`config.mk`:
```
export PLATFORM = sky130hd
export DESIGN_NAME = filter_row_engine
export DESIGN_NICKNAME = d
export VERILOG_FILES = /design/src/rtl/filter_pkg.sv /design/src/rtl/filter_kernel.sv /design/src/rtl/filter_row_engine.sv
export SDC_FILE = /design/constraint.sdc
export NUM_CORES = 1
export LEC_CHECK = 0
export BUFFER_PORTS_ARGS = -buffer_cell sky130_fd_sc_hd__buf_2
export CORE_MARGIN = 1
export CORE_UTILIZATION = 50
export DETAILED_ROUTE_END_ITERATION = 10
export PLACE_DENSITY = 0.67
export SETUP_SLACK_MARGIN = 0.02
export SYNTH_ARGS = -nofsm -noshare
export SYNTH_HDL_FRONTEND = slang
export SYNTH_HIERARCHICAL = 1
export SYNTH_SLANG_ARGS = --single-unit
```
`constraint.sdc`:
```
create_clock -name clk -period 10.7 [get_ports clk]
set_clock_uncertainty 0.05 [all_clocks]
set_input_delay 0 -clock clk [delete_from_list [all_inputs] [get_ports clk]]
set_output_delay 0 -clock clk [all_outputs]
set_load 0.01 [all_outputs]
```
`src/rtl/filter_pkg.sv`:
```
// rtl/filter_pkg.sv - mode encodings and FSM state type for filter_row_engine
package filter_pkg;

    localparam logic [1:0] MODE_PASS = 2'd0;
    localparam logic [1:0] MODE_INV  = 2'd1;
    localparam logic [1:0] MODE_THR  = 2'd2;
    localparam logic [1:0] MODE_BLUR = 2'd3;

    typedef enum logic [2:0] {
        ST_IDLE,
        ST_RD,
        ST_CAP,
        ST_WR,
        ST_DONE
    } state_t;

endpackage

```
`src/rtl/filter_kernel.sv`:
```
// rtl/filter_kernel.sv - combinational pixel kernel f(a,b,c); blur path only with FILTER_BLUR_EN
module filter_kernel
    import filter_pkg::*;
#(
    parameter int DATA_W = 8
) (
`ifdef FILTER_BLUR_EN
    input  logic [DATA_W-1:0] a_i,
    input  logic [DATA_W-1:0] c_i,
`endif
    input  logic [DATA_W-1:0] b_i,
    input  logic [1:0]        mode_i,
    input  logic [DATA_W-1:0] thr_i,
    output logic [DATA_W-1:0] pix_o
);

`ifdef FILTER_BLUR_EN
    // Two guard bits keep a+2b+c exact; the >>2 result always fits DATA_W.
    logic [DATA_W+1:0] sum;
    assign sum = {2'b00, a_i} + {1'b0, b_i, 1'b0} + {2'b00, c_i};
`endif

    always_comb begin
        pix_o = b_i;
        case (mode_i)
            MODE_INV: pix_o = ~b_i;
            MODE_THR: pix_o = (b_i >= thr_i) ? {DATA_W{1'b1}} : {DATA_W{1'b0}};
`ifdef FILTER_BLUR_EN
            MODE_BLUR: pix_o = sum[DATA_W+1:2];
`endif
            default: pix_o = b_i;
        endcase
    end

endmodule

```
`src/rtl/filter_row_engine.sv`:
```
// rtl/filter_row_engine.sv - row-streaming pixel filter over a single-port RAM; FILTER_BLUR_EN enables 3-tap blur
module filter_row_engine
    import filter_pkg::*;
#(
    parameter int DATA_W = 8,
    parameter int ADDR_W = 32,
    parameter int IMG_W  = 640,
    parameter int IMG_H  = 480
) (
    input  logic              clk,
    input  logic              rst_n,
    input  logic              start,
    input  logic [1:0]        mode,
    input  logic [ADDR_W-1:0] src_base,
    input  logic [ADDR_W-1:0] dst_base,
    input  logic [DATA_W-1:0] threshold,
    output logic              busy,
    output logic              done,
    output logic              mem_RE_RAM,
    output logic              mem_WE_RAM,
    output logic [ADDR_W-1:0] Data_Dir_RAM,
    output logic [DATA_W-1:0] Data_RAM,
    input  logic [DATA_W-1:0] Data_in_RAM
);

    localparam int KW = $clog2(IMG_W);
    localparam int RW = (IMG_H > 1) ? $clog2(IMG_H) : 1;
    localparam logic [KW-1:0]     K_LAST   = KW'(IMG_W - 1);
    localparam logic [RW-1:0]     R_LAST   = RW'(IMG_H - 1);
    localparam logic [ADDR_W-1:0] ROW_STEP = ADDR_W'(IMG_W);

    state_t            state_q, state_d;
    logic [KW-1:0]     k_q, k_d;
    logic [RW-1:0]     row_q, row_d;
    logic [ADDR_W-1:0] row_off_q, row_off_d;
    logic              tail_q, tail_d;
    logic [1:0]        mode_q, mode_d;
    logic [ADDR_W-1:0] src_q, src_d, dst_q, dst_d;
    logic [DATA_W-1:0] thr_q, thr_d;
    logic [DATA_W-1:0] b_q, b_d, c_q, c_d;
    logic [DATA_W-1:0] kern_pix;
    logic [KW-1:0]     wr_col;
`ifdef FILTER_BLUR_EN
    logic [DATA_W-1:0] a_q, a_d;
`endif

    filter_kernel #(.DATA_W(DATA_W)) u_kernel (
`ifdef FILTER_BLUR_EN
        .a_i    (a_q),
        .c_i    (c_q),
`endif
        .b_i    (b_q),
        .mode_i (mode_q),
        .thr_i  (thr_q),
        .pix_o  (kern_pix)
    );

    always_ff @(posedge clk or negedge rst_n) begin
        if (!rst_n) begin
            state_q   <= ST_IDLE;
            k_q       <= '0;
            row_q     <= '0;
            row_off_q <= '0;
            tail_q    <= 1'b0;
            mode_q    <= '0;
            src_q     <= '0;
            dst_q     <= '0;
            thr_q     <= '0;
            b_q       <= '0;
            c_q       <= '0;
`ifdef FILTER_BLUR_EN
            a_q       <= '0;
`endif
        end else begin
            state_q   <= state_d;
            k_q       <= k_d;
            row_q     <= row_d;
            row_off_q <= row_off_d;
            tail_q    <= tail_d;
            mode_q    <= mode_d;
            src_q     <= src_d;
            dst_q     <= dst_d;
            thr_q     <= thr_d;
            b_q       <= b_d;
            c_q       <= c_d;
`ifdef FILTER_BLUR_EN
            a_q       <= a_d;
`endif
        end
    end

    // Normal writes trail the read column by one; the tail write lands on the last column itself.
    assign wr_col = tail_q ? k_q : (k_q - KW'(1));

    always_comb begin
        state_d      = state_q;
        k_d          = k_q;
        row_d        = row_q;
        row_off_d    = row_off_q;
        tail_d       = tail_q;
        mode_d       = mode_q;
        src_d        = src_q;
        dst_d        = dst_q;
        thr_d        = thr_q;
        b_d          = b_q;
        c_d          = c_q;
`ifdef FILTER_BLUR_EN
        a_d          = a_q;
`endif
        busy         = (state_q != ST_IDLE);
        done         = 1'b0;
        mem_RE_RAM   = 1'b0;
        mem_WE_RAM   = 1'b0;
        Data_Dir_RAM = '0;
        Data_RAM     = '0;

        case (state_q)
            ST_IDLE: begin
                if (start) begin
                    mode_d    = mode;
                    src_d     = src_base;
                    dst_d     = dst_base;
                    thr_d     = threshold;
                    k_d       = '0;
                    row_d     = '0;
                    row_off_d = '0;
                    tail_d    = 1'b0;
                    state_d   = ST_RD;
                end
            end
            ST_RD: begin
                mem_RE_RAM   = 1'b1;
                Data_Dir_RAM = src_q + row_off_q + ADDR_W'(k_q);
                state_d      = ST_CAP;
            end
            ST_CAP: begin
                if (k_q == '0) begin
                    // First pixel of a row fills the whole window: left-edge replication.
`ifdef FILTER_BLUR_EN
                    a_d = Data_in_RAM;
`endif
                    b_d     = Data_in_RAM;
                    c_d     = Data_in_RAM;
                    k_d     = KW'(1);
                    state_d = ST_RD;
                end else begin
`ifdef FILTER_BLUR_EN
                    a_d = b_q;
`endif
                    b_d     = c_q;
                    c_d     = Data_in_RAM;
                    state_d = ST_WR;
                end
            end
            ST_WR: begin
                mem_WE_RAM   = 1'b1;
                Data_Dir_RAM = dst_q + row_off_q + ADDR_W'(wr_col);
                Data_RAM     = kern_pix;
                if (tail_q) begin
                    tail_d = 1'b0;
                    k_d    = '0;
                    if (row_q == R_LAST) begin
                        state_d = ST_DONE;
                    end else begin
                        row_d     = row_q + RW'(1);
                        row_off_d = row_off_q + ROW_STEP;
                        state_d   = ST_RD;
                    end
                end else if (k_q != K_LAST) begin
                    k_d     = k_q + KW'(1);
                    state_d = ST_RD;
                end else begin
                    // Shift without a new read so the window becomes (b,c,c): right-edge replication.
                    tail_d = 1'b1;
`ifdef FILTER_BLUR_EN
                    a_d = b_q;
`endif
                    b_d     = c_q;
                    state_d = ST_WR;
                end
            end
            ST_DONE: begin
                done    = 1'b1;
                state_d = ST_IDLE;
            end
            default: state_d = ST_IDLE;
        endcase
    end

endmodule

```
==> results_dict.tcl <==
set metrics [dict create \
    root_buffer "clkbuf_16" \
    cts-resized-gates 0 \
    cp.arrival_ns 4.93 \
    period_minus_slack_ns 4.98 \
    port_buffers 128 \
    cts.path.max_buffers 2 \
    yosys.area.top_type_share 0.321 \
    reg2reg_to "row_off_q[19]$_DFFE_PN0P_" \
    vias 9248 \
    synth_mux_area_frac 0.0953 \
    synth_area_um2 10700 \
    ir_worst_vdd_v 0.000179 \
    synth_edf_count 0 \
    syn_nets 1358 \
    async_reset_ff_frac 1.00 \
    antenna_left 0 \
    power.density_nw_per_um2 288 \
    clock.fmax_mhz 201 \
    htree_levels 4 \
    max-slew-margin-rel 0.347 \
    yosys.area_share.adder 0.167 \
    cts_hold_buf 84 \
    antenna_found_initial 0 \
    grt.overflow.total 0 \
    die_area_um2 22100 \
    initial_core_util 0.511 \
    rrSetupSlack_ns 7.54 \
    grt_max_degree 86 \
    end_kind "primary output" \
    wl_um 27600 \
    clock_latency_ns 0.43 \
    globalplace.congestion 0.885 \
    grt_pass1_wl_um 44700 \
    rsz0062_at_grt "no" \
    ios 129 \
    synth-xor-area-share 0.0685 \
    drt_iter0_markers 547 \
    synth.area.top_cells "dfrtp_1 (32%), ha_1 (15%), mux2_2 (8.6%), xor2_1 (3.8%), a21oi_1 (3.6%)" \
    post_cts_buffers 0 \
    avgSynthCellArea_um2 9.47 \
    cts_tree "built" \
    setup-tns-final_ns 0 \
    r2r_start "state_q[0]$_DFFE_PN0N_" \
    fin_nets 1549 \
    diodes 0 \
    yosysUniqueCellTypes 72 \
    critPathMaxFanout 9 \
    synth-simple-area-share 0.152 \
    setup_viol 0 \
    ys_ff_latch 138 \
    synth_top_family_by_area "adder cells" \
    synth-compound-area-share 0.166 \
    worstSetupPathType "flop to primary output" \
    drive_above_1_share 0.198 \
    syn_inst 1134 \
    synth_area_leader_cell "dfrtp_1" \
    track_usage 0.257 \
    die-height_um 149 \
    worstPathRequired_ns 10.65 \
    drt-pass1-iter-count 5 \
    grt_pass1_vias 8995 \
    dp.cells 1497 \
    p_leak_nw 6.28 \
    hold_class "primary input to asynchronous set/reset pin" \
    drv_cap 0 \
    coreArea_um2 21000 \
    wire_per_inst_um 17.1 \
    synth_flop_cell "dfrtp_1" \
    ys_seq_area_frac 0.321 \
    status "finished, final reports clean" \
    clock_sinks 138 \
    worstRegToRegCells 10 \
    synth_warnings 6 \
    fin_crit_sh 0.465 \
    clk_pin_slew_ns 0.07 \
    syn_to_final_growth_pct 21.1 \
    finalHoldViolations 0 \
    cts_made_buffers 17 \
    critPathLaunchType "flop" \
    die_w_um 149 \
    worst_pin_slew_ns 0.955 \
    drv_slew 0 \
    rows 53 \
    fin_cells 1613 \
    via_per_inst 5.73 \
    dp_hpwl_um 20400 \
    drc_errors 0 \
    n_fill_cell 1864 \
]
## layer usage
layer,up-vias,part of all wire,track usage
li1,4557,-,-
met1,4423,0.45,0.333
met2,231,0.48,0.439
met3,37,0.042,0.0393
met4,0,0.022,0.0835
met5,-,0,0
## worst max-delay path, cell delays in order (launching register included)
cell	delay (ns)
dfrtp_1	0.46
nor4_1	0.70
nand2_1	0.14
xnor2_1	0.17
ha_1	0.28
ha_1	0.37
nand2_1	0.11
nor3b_1	0.46
o211ai_1	0.24
a2111oi_1	0.65
o2111ai_1	0.20
and3_1	0.21
o21ai_0	0.22
nand3_1	0.13
buf_2	0.17
## sequential cells by signal, indices dropped and copies added (netlist names)
signal,flops
b_q,8
c_q,8
dst_q,32
k_q,10
mode_q,2
row_off_q,25
row_q,9
src_q,32
state_q,3
tail_q,1
thr_q,8
## stage by stage
stage                     cell area, um2  setup WS, ns  hold WS, ns  utilization  power, mW
after floorplan                    10700          7.06       -0.346            -       2.51
after global placement             11600          6.26       0.0822        0.551       3.07
after detailed placement           11600          6.27       0.0734        0.551       3.12
after CTS                          13000          5.77        0.186        0.619       3.76
after global routing               13000          5.31        0.245        0.619       4.05
final                              13000          5.72        0.142        0.619       3.75
## cell families after synthesis
logic type / after synthesis
simple gates: 322
compound gates: 281
fa+ha+maj: 139
flops: 138
mux: 92
xor+xnor: 84
buf+inv: 78
## power breakdown
group / total [mW] / switching, mW / internal [mW]
clock: 0.597 / 0.260 / 0.336
sequential: 0.895 / 0.174 / 0.721
combinational: 2.26 / 1.28 / 0.975
total: 3.75 / 1.72 / 2.03
## cell usage after synthesis, types with 6 or more instances
library cell and n:
a211oi_1 6, a21o_1 27, a21oi_1 78, a31oi_1 12, and2_1 13, and3_1 20
buf_1 10, buf_2 10, clkbuf_1 23, dfrtp_1 138, fa_1 8, ha_1 131
inv_1 31, mux2_2 82, mux2i_1 10, nand2_1 80, nand2b_1 15, nand3_1 30
nand4_1 22, nor2_1 90, o211ai_1 16, o21ai_0 61, o21bai_1 8, o22ai_1 25
or3_1 12, xnor2_1 37, xor2_1 47
## worst max path at each step
stage                        to               start
5_1_grt        Data_Dir_RAM[30]  k_q[2]$_DFFE_PN0P_
6_report       Data_Dir_RAM[30]  k_q[2]$_DFFE_PN0P_
3_3_place_gp   Data_Dir_RAM[30]  k_q[2]$_DFFE_PN0P_
4_1_cts        Data_Dir_RAM[30]  k_q[2]$_DFFE_PN0P_
3_5_place_dp   Data_Dir_RAM[30]  k_q[2]$_DFFE_PN0P_
2_1_floorplan  Data_Dir_RAM[30]  k_q[0]$_DFFE_PN0P_
## placed cells by master (no fill, tap or decap), types with 16 or more instances in the layout
| cell type | Yosys | routed |
|---|---|---|
| o22ai_1 | 25 | 25 |
| clkbuf_16 | 0 | 17 |
| mux2_2 | 82 | 82 |
| a21o_1 | 27 | 27 |
| and3_1 | 20 | 20 |
| o21ai_0 | 61 | 61 |
| nand4_1 | 22 | 22 |
| xor2_1 | 47 | 47 |
| ha_1 | 131 | 131 |
| dfrtp_1 | 138 | 138 |
| a21oi_1 | 78 | 78 |
| o211ai_1 | 16 | 16 |
| inv_1 | 31 | 31 |
| nand3_1 | 30 | 30 |
| dlygate4sd3_1 | 0 | 84 |
| nor2_1 | 90 | 90 |
| nand2_1 | 80 | 80 |
| buf_2 | 10 | 127 |
| xnor2_1 | 37 | 37 |
## final cells by class
type                            count  area [um2]  share of cell area
Tap cell                          275         344              0.0265
Clock buffer                       18         439              0.0338
Multi-Input combinational cell    918        6970               0.536
Timing Repair Buffer              218        1530               0.118
Sequential cell                   138        3450               0.266
Inverter                           32         120             0.00924
Clock inverter                     14         149              0.0114
No activity file was read; power rests on OpenSTA's default activity.
